### config.mk
export PLATFORM = sky130hd
export DESIGN_NAME = alu_op_issuer_flat
export DESIGN_NICKNAME = d
export VERILOG_FILES = /design/src/rtl/alu_op_issuer_pkg.sv /design/src/rtl/alu_op_issuer_if.sv /design/src/rtl/alu_op_issuer_alu_opcode_encoder.sv /design/src/rtl/alu_op_issuer.sv /design/src/flat_wrapper.sv
export SDC_FILE = /design/constraint.sdc
export NUM_CORES = 1
export LEC_CHECK = 0
export CAP_MARGIN = 15
export CORE_ASPECT_RATIO = 1.5
export CORE_MARGIN = 2
export CORE_UTILIZATION = 43
export CTS_CLUSTER_SIZE = 10
export DETAILED_ROUTE_END_ITERATION = 10
export PLACE_DENSITY = 0.95
export SYNTH_ARGS = -nofsm -noshare
export SYNTH_HDL_FRONTEND = slang
export SYNTH_SLANG_ARGS = --single-unit
### constraint.sdc
create_clock -name clock -period 5 [get_ports clock]
set_input_delay 1.25 -clock clock [delete_from_list [all_inputs] [get_ports clock]]
set_output_delay 1.25 -clock clock [all_outputs]
set_load 0.01 [all_outputs]
### src/rtl/alu_op_issuer_pkg.sv
// Shared definitions for the ALU op issuer: function codes, ALU opcodes and FSM states.
package alu_op_issuer_pkg;

  typedef enum logic [3:0] {
    FnAdd = 4'd0,
    FnSub = 4'd1,
    FnAnd = 4'd2,
    FnOr  = 4'd3,
    FnSll = 4'd4,
    FnSra = 4'd5,
    FnMul = 4'd6,
    FnDiv = 4'd7
  } func_e;

  localparam logic [4:0] OpcAdd = 5'b00000;
  localparam logic [4:0] OpcSub = 5'b00001;
  localparam logic [4:0] OpcAnd = 5'b00010;
  localparam logic [4:0] OpcOr  = 5'b00011;
  localparam logic [4:0] OpcSll = 5'b00100;
  localparam logic [4:0] OpcSra = 5'b00101;

  typedef enum logic [1:0] {
    StIdle   = 2'd0,
    StExec   = 2'd1,
    StWaitMd = 2'd2,
    StResp   = 2'd3
  } state_e;

  // Only ADD/SUB report ALU overflow; the ALU's flag is meaningless for other ops.
  function automatic logic is_addsub(logic [3:0] func);
    return (func == FnAdd) || (func == FnSub);
  endfunction

endpackage

### src/rtl/alu_op_issuer_if.sv
// Bundle of decode-side, ALU, multdiv and result-side signals around the ALU op issuer.
interface alu_op_issuer_if;
  logic        in_valid;
  logic        in_ready;
  logic [3:0]  in_func;
  logic [4:0]  in_shamt;
  logic [31:0] in_a;
  logic [31:0] in_b;

  logic [4:0]  ctrl_ALUopcode;
  logic [4:0]  ctrl_shiftamt;
  logic [31:0] data_operandA;
  logic [31:0] data_operandB;
  logic [31:0] data_result;
  logic        overflow;

  logic        ctrl_MULT;
  logic        ctrl_DIV;
  logic [31:0] md_result;
  logic        md_exception;
  logic        md_resultRDY;

  logic        out_valid;
  logic        out_ready;
  logic [31:0] out_result;
  logic        out_exception;

  // Issuer side.
  modport master (
    input  in_valid, in_func, in_shamt, in_a, in_b,
    output in_ready,
    output ctrl_ALUopcode, ctrl_shiftamt, data_operandA, data_operandB,
    input  data_result, overflow,
    output ctrl_MULT, ctrl_DIV,
    input  md_result, md_exception, md_resultRDY,
    output out_valid, out_result, out_exception,
    input  out_ready
  );

  // Environment side: decode, ALU, multdiv and result consumer.
  modport slave (
    output in_valid, in_func, in_shamt, in_a, in_b,
    input  in_ready,
    input  ctrl_ALUopcode, ctrl_shiftamt, data_operandA, data_operandB,
    output data_result, overflow,
    input  ctrl_MULT, ctrl_DIV,
    output md_result, md_exception, md_resultRDY,
    input  out_valid, out_result, out_exception,
    output out_ready
  );
endinterface

### src/rtl/alu_op_issuer_alu_opcode_encoder.sv
// Combinational decode of a function code into ALU opcode and multdiv/illegal flags.
module alu_opcode_encoder
  import alu_op_issuer_pkg::*;
(
  input  logic [3:0] func_i,
  output logic [4:0] opcode_o,
  output logic       is_md_o,
  output logic       is_mul_o,
  output logic       illegal_o
);

  always_comb begin
    opcode_o  = OpcAdd;
    is_md_o   = 1'b0;
    is_mul_o  = 1'b0;
    illegal_o = 1'b0;
    case (func_i)
      FnAdd: opcode_o = OpcAdd;
      FnSub: opcode_o = OpcSub;
      FnAnd: opcode_o = OpcAnd;
      FnOr:  opcode_o = OpcOr;
      FnSll: opcode_o = OpcSll;
      FnSra: opcode_o = OpcSra;
      FnMul: begin
        is_md_o  = 1'b1;
        is_mul_o = 1'b1;
      end
      FnDiv: is_md_o = 1'b1;
      default: illegal_o = 1'b1;
    endcase
  end

endmodule

### src/rtl/alu_op_issuer.sv
// Issues decoded ops to the ALU or multdiv unit and returns one result per op.
module alu_op_issuer
  import alu_op_issuer_pkg::*;
#(
  parameter int unsigned MdTimeout = 64,
  parameter int unsigned CntW      = 7
) (
  input  logic              clock,
  input  logic              reset,
  alu_op_issuer_if.master   bus
);

  logic [4:0] enc_opcode;
  logic       enc_is_md;
  logic       enc_is_mul;
  logic       enc_illegal;

  alu_opcode_encoder u_encoder (
    .func_i    (bus.in_func),
    .opcode_o  (enc_opcode),
    .is_md_o   (enc_is_md),
    .is_mul_o  (enc_is_mul),
    .illegal_o (enc_illegal)
  );

  state_e            state_q;
  logic              in_ready_q;
  logic [4:0]        opcode_q;
  logic [4:0]        shamt_q;
  logic [31:0]       op_a_q;
  logic [31:0]       op_b_q;
  logic              is_md_q;
  logic              addsub_q;
  logic              mult_q;
  logic              div_q;
  logic [CntW-1:0]   cnt_q;
  logic [CntW-1:0]   cnt_d;
  logic              out_valid_q;
  logic [31:0]       result_q;
  logic              exc_q;

  assign cnt_d = cnt_q + CntW'(1);

  always_ff @(posedge clock) begin
    if (reset) begin
      state_q     <= StIdle;
      in_ready_q  <= 1'b0;
      opcode_q    <= OpcAdd;
      shamt_q     <= '0;
      op_a_q      <= '0;
      op_b_q      <= '0;
      is_md_q     <= 1'b0;
      addsub_q    <= 1'b0;
      mult_q      <= 1'b0;
      div_q       <= 1'b0;
      cnt_q       <= '0;
      out_valid_q <= 1'b0;
      result_q    <= '0;
      exc_q       <= 1'b0;
    end else begin
      mult_q <= 1'b0;
      div_q  <= 1'b0;
      unique case (state_q)
        StIdle: begin
          if (!in_ready_q) begin
            in_ready_q <= 1'b1;
          end else if (bus.in_valid) begin
            in_ready_q <= 1'b0;
            if (enc_illegal) begin
              // Operand regs left alone so the ALU inputs do not move.
              result_q    <= '0;
              exc_q       <= 1'b1;
              out_valid_q <= 1'b1;
              state_q     <= StResp;
            end else begin
              opcode_q <= enc_opcode;
              shamt_q  <= bus.in_shamt;
              op_a_q   <= bus.in_a;
              op_b_q   <= bus.in_b;
              is_md_q  <= enc_is_md;
              addsub_q <= is_addsub(bus.in_func);
              mult_q   <= enc_is_md & enc_is_mul;
              div_q    <= enc_is_md & ~enc_is_mul;
              state_q  <= StExec;
            end
          end
        end
        StExec: begin
          if (is_md_q) begin
            cnt_q   <= '0;
            state_q <= StWaitMd;
          end else begin
            result_q    <= bus.data_result;
            exc_q       <= addsub_q & bus.overflow;
            out_valid_q <= 1'b1;
            state_q     <= StResp;
          end
        end
        StWaitMd: begin
          cnt_q <= cnt_d;
          if (bus.md_resultRDY) begin
            result_q    <= bus.md_result;
            exc_q       <= bus.md_exception;
            out_valid_q <= 1'b1;
            state_q     <= StResp;
          end else if (cnt_d == CntW'(MdTimeout)) begin
            result_q    <= '0;
            exc_q       <= 1'b1;
            out_valid_q <= 1'b1;
            state_q     <= StResp;
          end
        end
        StResp: begin
          if (bus.out_ready) begin
            out_valid_q <= 1'b0;
            in_ready_q  <= 1'b1;
            state_q     <= StIdle;
          end
        end
        default: state_q <= StIdle;
      endcase
    end
  end

  assign bus.in_ready       = in_ready_q;
  assign bus.ctrl_ALUopcode = opcode_q;
  assign bus.ctrl_shiftamt  = shamt_q;
  assign bus.data_operandA  = op_a_q;
  assign bus.data_operandB  = op_b_q;
  assign bus.ctrl_MULT      = mult_q;
  assign bus.ctrl_DIV       = div_q;
  assign bus.out_valid      = out_valid_q;
  assign bus.out_result     = result_q;
  assign bus.out_exception  = exc_q;

endmodule

### src/flat_wrapper.sv
// flat-port wrapper written by rule: the top's interface ports become plain ports
module alu_op_issuer_flat import alu_op_issuer_pkg::*;
#(
  parameter int unsigned MdTimeout = 64,
  parameter int unsigned CntW      = 7
)
  (clock, reset, bus_in_valid, bus_in_func, bus_in_shamt, bus_in_a, bus_in_b, bus_in_ready, bus_ctrl_ALUopcode, bus_ctrl_shiftamt, bus_data_operandA, bus_data_operandB, bus_data_result, bus_overflow, bus_ctrl_MULT, bus_ctrl_DIV, bus_md_result, bus_md_exception, bus_md_resultRDY, bus_out_valid, bus_out_result, bus_out_exception, bus_out_ready);
  alu_op_issuer_if bus_i ();
  input  logic clock;
  input  logic reset;
  input wire logic [$bits(bus_i.in_valid)-1:0] bus_in_valid;
  input wire logic [$bits(bus_i.in_func)-1:0] bus_in_func;
  input wire logic [$bits(bus_i.in_shamt)-1:0] bus_in_shamt;
  input wire logic [$bits(bus_i.in_a)-1:0] bus_in_a;
  input wire logic [$bits(bus_i.in_b)-1:0] bus_in_b;
  output wire logic [$bits(bus_i.in_ready)-1:0] bus_in_ready;
  output wire logic [$bits(bus_i.ctrl_ALUopcode)-1:0] bus_ctrl_ALUopcode;
  output wire logic [$bits(bus_i.ctrl_shiftamt)-1:0] bus_ctrl_shiftamt;
  output wire logic [$bits(bus_i.data_operandA)-1:0] bus_data_operandA;
  output wire logic [$bits(bus_i.data_operandB)-1:0] bus_data_operandB;
  input wire logic [$bits(bus_i.data_result)-1:0] bus_data_result;
  input wire logic [$bits(bus_i.overflow)-1:0] bus_overflow;
  output wire logic [$bits(bus_i.ctrl_MULT)-1:0] bus_ctrl_MULT;
  output wire logic [$bits(bus_i.ctrl_DIV)-1:0] bus_ctrl_DIV;
  input wire logic [$bits(bus_i.md_result)-1:0] bus_md_result;
  input wire logic [$bits(bus_i.md_exception)-1:0] bus_md_exception;
  input wire logic [$bits(bus_i.md_resultRDY)-1:0] bus_md_resultRDY;
  output wire logic [$bits(bus_i.out_valid)-1:0] bus_out_valid;
  output wire logic [$bits(bus_i.out_result)-1:0] bus_out_result;
  output wire logic [$bits(bus_i.out_exception)-1:0] bus_out_exception;
  input wire logic [$bits(bus_i.out_ready)-1:0] bus_out_ready;
  assign bus_i.in_valid = bus_in_valid;
  assign bus_i.in_func = bus_in_func;
  assign bus_i.in_shamt = bus_in_shamt;
  assign bus_i.in_a = bus_in_a;
  assign bus_i.in_b = bus_in_b;
  assign bus_in_ready = bus_i.in_ready;
  assign bus_ctrl_ALUopcode = bus_i.ctrl_ALUopcode;
  assign bus_ctrl_shiftamt = bus_i.ctrl_shiftamt;
  assign bus_data_operandA = bus_i.data_operandA;
  assign bus_data_operandB = bus_i.data_operandB;
  assign bus_i.data_result = bus_data_result;
  assign bus_i.overflow = bus_overflow;
  assign bus_ctrl_MULT = bus_i.ctrl_MULT;
  assign bus_ctrl_DIV = bus_i.ctrl_DIV;
  assign bus_i.md_result = bus_md_result;
  assign bus_i.md_exception = bus_md_exception;
  assign bus_i.md_resultRDY = bus_md_resultRDY;
  assign bus_out_valid = bus_i.out_valid;
  assign bus_out_result = bus_i.out_result;
  assign bus_out_exception = bus_i.out_exception;
  assign bus_i.out_ready = bus_out_ready;
  alu_op_issuer #(.MdTimeout(MdTimeout), .CntW(CntW)) u_core (.clock(clock), .reset(reset), .bus(bus_i));
endmodule
======== Word level (Yosys, flattened, before mapping) ========
Cells that the tools add are included.
word-level totals
  register bits after elaboration ......... 122
  input port bits ......................... 144
  output and inout bits ................... 111
operators by class
  add/sub/neg operators ................... 1
  eq/ne operators ......................... 18
  muxes and demuxes ....................... 35
  bitwise gates (word level) .............. 8
  reductions and logical operators ........ 15
operator list
  operator                                                                 number
  32-bit 2-to-1 mux                                                        6
  32-bit case mux with 3 select lines                                      1
  4-bit by 3-bit equality test with 1-bit output, second input constant    4
  1-bit 2-to-1 mux                                                         15
  3-bit case mux with 5 select lines                                       1
  7-bit case mux with 2 select lines                                       1
  2-bit 2-to-1 mux                                                         6
  6-bit AND reduction                                                      2
  4-bit by 2-bit equality test with 1-bit output, second input constant    2
  2-bit inequality test, second input constant                             4
  2-bit case mux with 4 select lines                                       1
  4-bit AND reduction                                                      2
  8-bit OR reduction                                                       1
  7-bit by 1-bit adder with 7-bit output, second input constant            1
  7-bit equality test, second input constant                               1
  7-bit 2-to-1 mux                                                         1
  1-bit NOT                                                                5
  5-bit OR reduction                                                       1
  2-bit equality test, second input constant                               2
  4-bit by 1-bit equality test with 1-bit output, second input constant    1
  4-bit logical NOT                                                        1
  2-bit by 1-bit inequality test with 1-bit output, second input constant  2
  1-bit case mux with 4 select lines                                       1
  2-bit AND reduction                                                      2
  10 further kinds                                                         13

======== Depth between registers and ports, before layout ========
  depth after elaboration ................. 6
  mapped depth ............................ 9
  mapped depth without buffers ............ 7

======== Hierarchy ========
A second synthesis with hierarchy kept.
second synthesis, totals
  cell total of the unflattened synthesis .. 626
  area total of the unflattened synthesis .. 5213.8 um2
by module, submodules not included
  module              times used  cells each  area each (um2)  seq. area each (um2)
  alu_op_issuer       1           616         5149.9           2442.3
  alu_opcode_encoder  1           10          63.8             0.0

======== Worst setup path before layout ========
No wires, ideal clock.
  path kind ............................... in2reg
  from .................................... in bus_in_func[3]
  to ...................................... reg u_core.exc_q (netlist: u_core.bus.out_exception)
  library setup time ...................... 0.123 ns
  arrival ................................. 2.476 ns
  data required time ...................... 4.877 ns
  slack ................................... 2.401 ns
  stages .................................. 6
  path buffers ............................ 1
  cells stage by stage .................... clkbuf_1 nand3_1 a22oi_1 o31ai_2 nor3_4 mux2_1
between the ends
  longest elaborated chain between the ends .. 4
  elaborated cells between the ends (all ways) .. 11
  classes of those cells .................. eq/ne (8); reduce/logical (3)
RTL lines
  what                                                                          line                                    source
  from (decl)                                                                   flat_wrapper.sv:12                      input wire logic [$bits(bus_i.in_func)-1:0] bus_in_func;
  4-bit by 3-bit equality test with 1-bit output, or another cell as far along  alu_op_issuer_alu_opcode_encoder.sv:17  case (func_i)
  8-bit OR reduction (no line) (*)                                              -
  2-bit inequality test (no line) (*)                                           -
  6-bit AND reduction (no line) (*)                                             -
  to (signal assigned)                                                          alu_op_issuer.sv:94                     exc_q <= addsub_q & bus.overflow;
  to (signal assigned)                                                          alu_op_issuer.sv:103                    exc_q <= bus.md_exception;
  to (decl)                                                                     alu_op_issuer.sv:40                     logic exc_q;
Every way passes the cells marked *; elsewhere a longest branch is shown, timed or not.
A chain may end at the register's enable or synchronous reset.

======== Worst setup path after layout ========
  from .................................... in bus_in_valid
  to ...................................... reg u_core.op_a_q[23] (netlist: u_core.bus.data_operandA[23])
between the ends
  longest elaborated chain between the ends .. 1
RTL lines
  what                           line                 source
  from (decl)                    flat_wrapper.sv:11   input wire logic [$bits(bus_i.in_valid)-1:0] bus_in_valid;
  4-bit AND reduction (no line)  -
  to (signal assigned)           alu_op_issuer.sv:78  op_a_q <= bus.in_a;
  to (decl)                      alu_op_issuer.sv:30  logic [31:0] op_a_q;
Every way passes these cells.

==> impl_metrics.toml <==
[global_routing]
grt_pass1_wl_um = 22820
grt_max_degree = 54
grt_overflow = 0
antenna_found_initial = 0
grt_usage_pct = 22.65
grt_pass1_vias = 4917

[critical_path]
r2r_start = "u_core.state_q[0]"
ff2ff_path_depth = 7
cp-end-kind = "register"
crit_path_start = "bus_in_valid"
cpPeakStageDelay_ns = 0.81
crit_family = "simple AND/OR/NAND/NOR gates"
path_class = "input port to register"
rrSetupSlack_ns = 2.32
r2r_end = "u_core.bus.data_operandA[23]"
cp_slowest_cell = "or2_2"
critPathBufInv = 2
cp-start-kind = "input port"
crit_chain = "clkdlybuf4s50_1 > nand3_1 > or2_2 > buf_4 > nand2_1 > a21oi_1"
worstPathRequired_ns = 5.33
path_max_fanout = 53
crit_arrival_ns = 3.45

[floorplan]
die_y_um = 136.6
rows = 48
core_um2 = 11470
die_w_um = 92.38
design.die.area_um2 = 12610
initial_utilization_pct = 43.91
num_io_pins = 255

[place]
place.port_buffers = 252
gp_congestion = 0.8475
place_hpwl_um = 10500

[synth]
syn_inst = 614
synth_mux_area_share_pct = 7.004
synth_top_area_cell = "dfxtp_1"
yosys.area_share.simple_pct = 21.36
synth_compound_area_share_pct = 17.73
ys_seq_area_share_pct = 47.69
synth-seq-cells = 120
synth_top_family_by_area = "simple AND/OR/NAND/NOR gates"
avgSynthCellArea_um2 = 8.204
synth_top_area_share_pct = 47.69
synthesis.area_um2 = 5037
yosysUniqueCellTypes = 47
synthAdderAreaFrac_pct = 1.490
synth_xor_area_share_pct = 0
ys_warn_count = 0
synth_edf_count = 0
ys.flop_type = "dfxtp_1"
synth.area.top_cells = "dfxtp_1 48%, nand2_1 16%, a21oi_1 7.7%"
async_reset_ff_share_pct = 0

[clock_network]
cts_root_buf = "clkbuf_16"
tritoncts = "yes"
cts_setup_buffers = 0
clkTransAtPathRegs_ns = 0.06
cts_made_buffers = 17
cts_resized = 0
post_cts_hold_buffer_count = 0
clk_latency_ns = 0.41
cts_max_level = 4
clock_sinks = 120
cts.path.max_buffers = 2

[power_and_ir_drop]
p_per_area_nw_per_um2 = 409.3
vdd_drop_max_v = 0.0002810
leakagePower_nw = 2.912

[min_path]
whs_path_depth = 2
hold_start = "u_core.bus.data_operandA[6]"
min_to = "u_core.bus.data_operandA[6]"
min_path_type = "register to register"

[timing]
post-route-min-period_ns = 3.123
max_freq_ghz = 0.3202
finalSetupViolCount = 0
maxSlewViolCount = 0
slew_headroom_pct = 25.68
rsz0062_at_grt = "no"
skew_ns = 0.008082
period_share_pct = 62.45
finalSetupTns_ns = 0
hold_viol_final = 0
tightestPinTransition_ns = 1.115

[cells_and_area]
final_nets = 994
area_growth_syn_to_layout_pct = 62.37
fin_util_pct = 71.30
n_antenna_cell = 0
drive_gt1_share_pct = 5.834

[drt]
wl_per_cell_um = 14.62
via_per_inst = 5.078
dr_total_vias = 5114
remaining_drc_errors = 0
dr.pass1.iters = 5
finalWirelength_um = 14720
final_antenna_net_count = 0
drt_iter0_drc = 227

[status]
status = "completed"

[flow_run]
drv_cap = 0
## kinds of logic after synthesis
kind of cell	count (synthesis)
simple gates	262
compound gates	136
flops	120
buf+inv	54
mux	35
fa+ha+maj	6
other cells	1
## routing by layer
metal | wire, um | track usage (%)
met1 | 5352 | 23.08
met4 | 557 | 11.53
met2 | 7767 | 41.12
met3 | 1044 | 7.269
met5 | 0 | 0
## state kept, by name, summed over array words and instances (netlist names)
register and count:
u_core.bus.data_operandB 32, u_core.state_q 2, u_core.bus.out_exception 1, u_core.is_md_q 1
u_core.bus.in_ready 1, u_core.bus.ctrl_shiftamt 5, u_core.bus.data_operandA 32, u_core.bus.out_result 32
u_core.addsub_q 1, u_core.bus.ctrl_ALUopcode 3, u_core.cnt_q 7, u_core.bus.out_valid 1
u_core.bus.ctrl_DIV 1, u_core.bus.ctrl_MULT 1
## cells in the mapped netlist (2+ instances only)
cell      instances
o21ai_0           3
dfxtp_1         120
inv_1             6
nor3_1            4
o31ai_1           2
a21oi_1          77
a21o_1            2
a22o_1           32
ha_1              6
mux2i_1          33
nand2_1         215
clkbuf_1         38
nor2_1           18
a31oi_1           3
buf_1             4
nor2b_1           2
nor4_1            3
nand3_1           7
buf_4             2
o21a_1            2
a22oi_1           6
nor4b_1           2
buf_6             3
## final cells by class
type	instances	area, um2
repair buffers	258	2562
flip-flops and latches	120	2402
clock inverters	14	150.1
multi-input cells	441	2415
fillers	860	3292
inverters	6	22.52
well taps	150	187.7
clock buffers	18	439.2
## worst max path at each step
stage,end,slack (ns),cells past startpoint
floorplan,u_core.bus.out_exception,2.40,6
finish,u_core.bus.data_operandA[23],1.88,6
detailed placement,u_core.bus.data_operandA[22],1.51,6
global placement,u_core.bus.out_exception,1.55,7
CTS,u_core.bus.data_operandA[23],1.87,6
global route,u_core.bus.data_operandB[30],1.73,6
## cell usage in the layout, fill, tap and decap left out, types with 4 or more instances in the layout
cell	n
a21oi_1	77
a22o_1	32
a22oi_1	6
buf_4	6
clkbuf_16	17
clkdlybuf4s50_1	251
clkinv_4	4
dfxtp_1	120
ha_1	6
inv_1	6
mux2i_1	33
nand2_1	215
nand3_1	7
nor2_1	16
nor3_1	4
## report_power, final
part / internal, mW / total, mW / switching, mW
Combinational: 0.511 / 1.06 / 0.547
Clock: 0.749 / 1.20 / 0.449
Sequential: 1.04 / 1.09 / 0.0534
Total: 2.30 / 3.35 / 1.05
## worst min-delay path, stage by stage, from the launching register on
cell and delay [ns]:
dfxtp_1 0.30, nand2_1 0.05, a21oi_1 0.05
## metrics by stage
stage	worst slack, ns	cells	total power [mW]	hold slack [ns]	area [um2]
3_5_place_dp	1.511	975	2.170	0.4455	7590
2_1_floorplan	2.401	615	1.809	0.4566	5041
3_3_place_gp	1.546	975	2.158	0.4402	7590
5_1_grt	1.730	1007	3.509	0.4661	8179
4_1_cts	1.869	1007	3.375	0.4531	8179
6_report	1.877	1007	3.348	0.4517	8179
No activity file was read; power rests on OpenSTA's default activity.
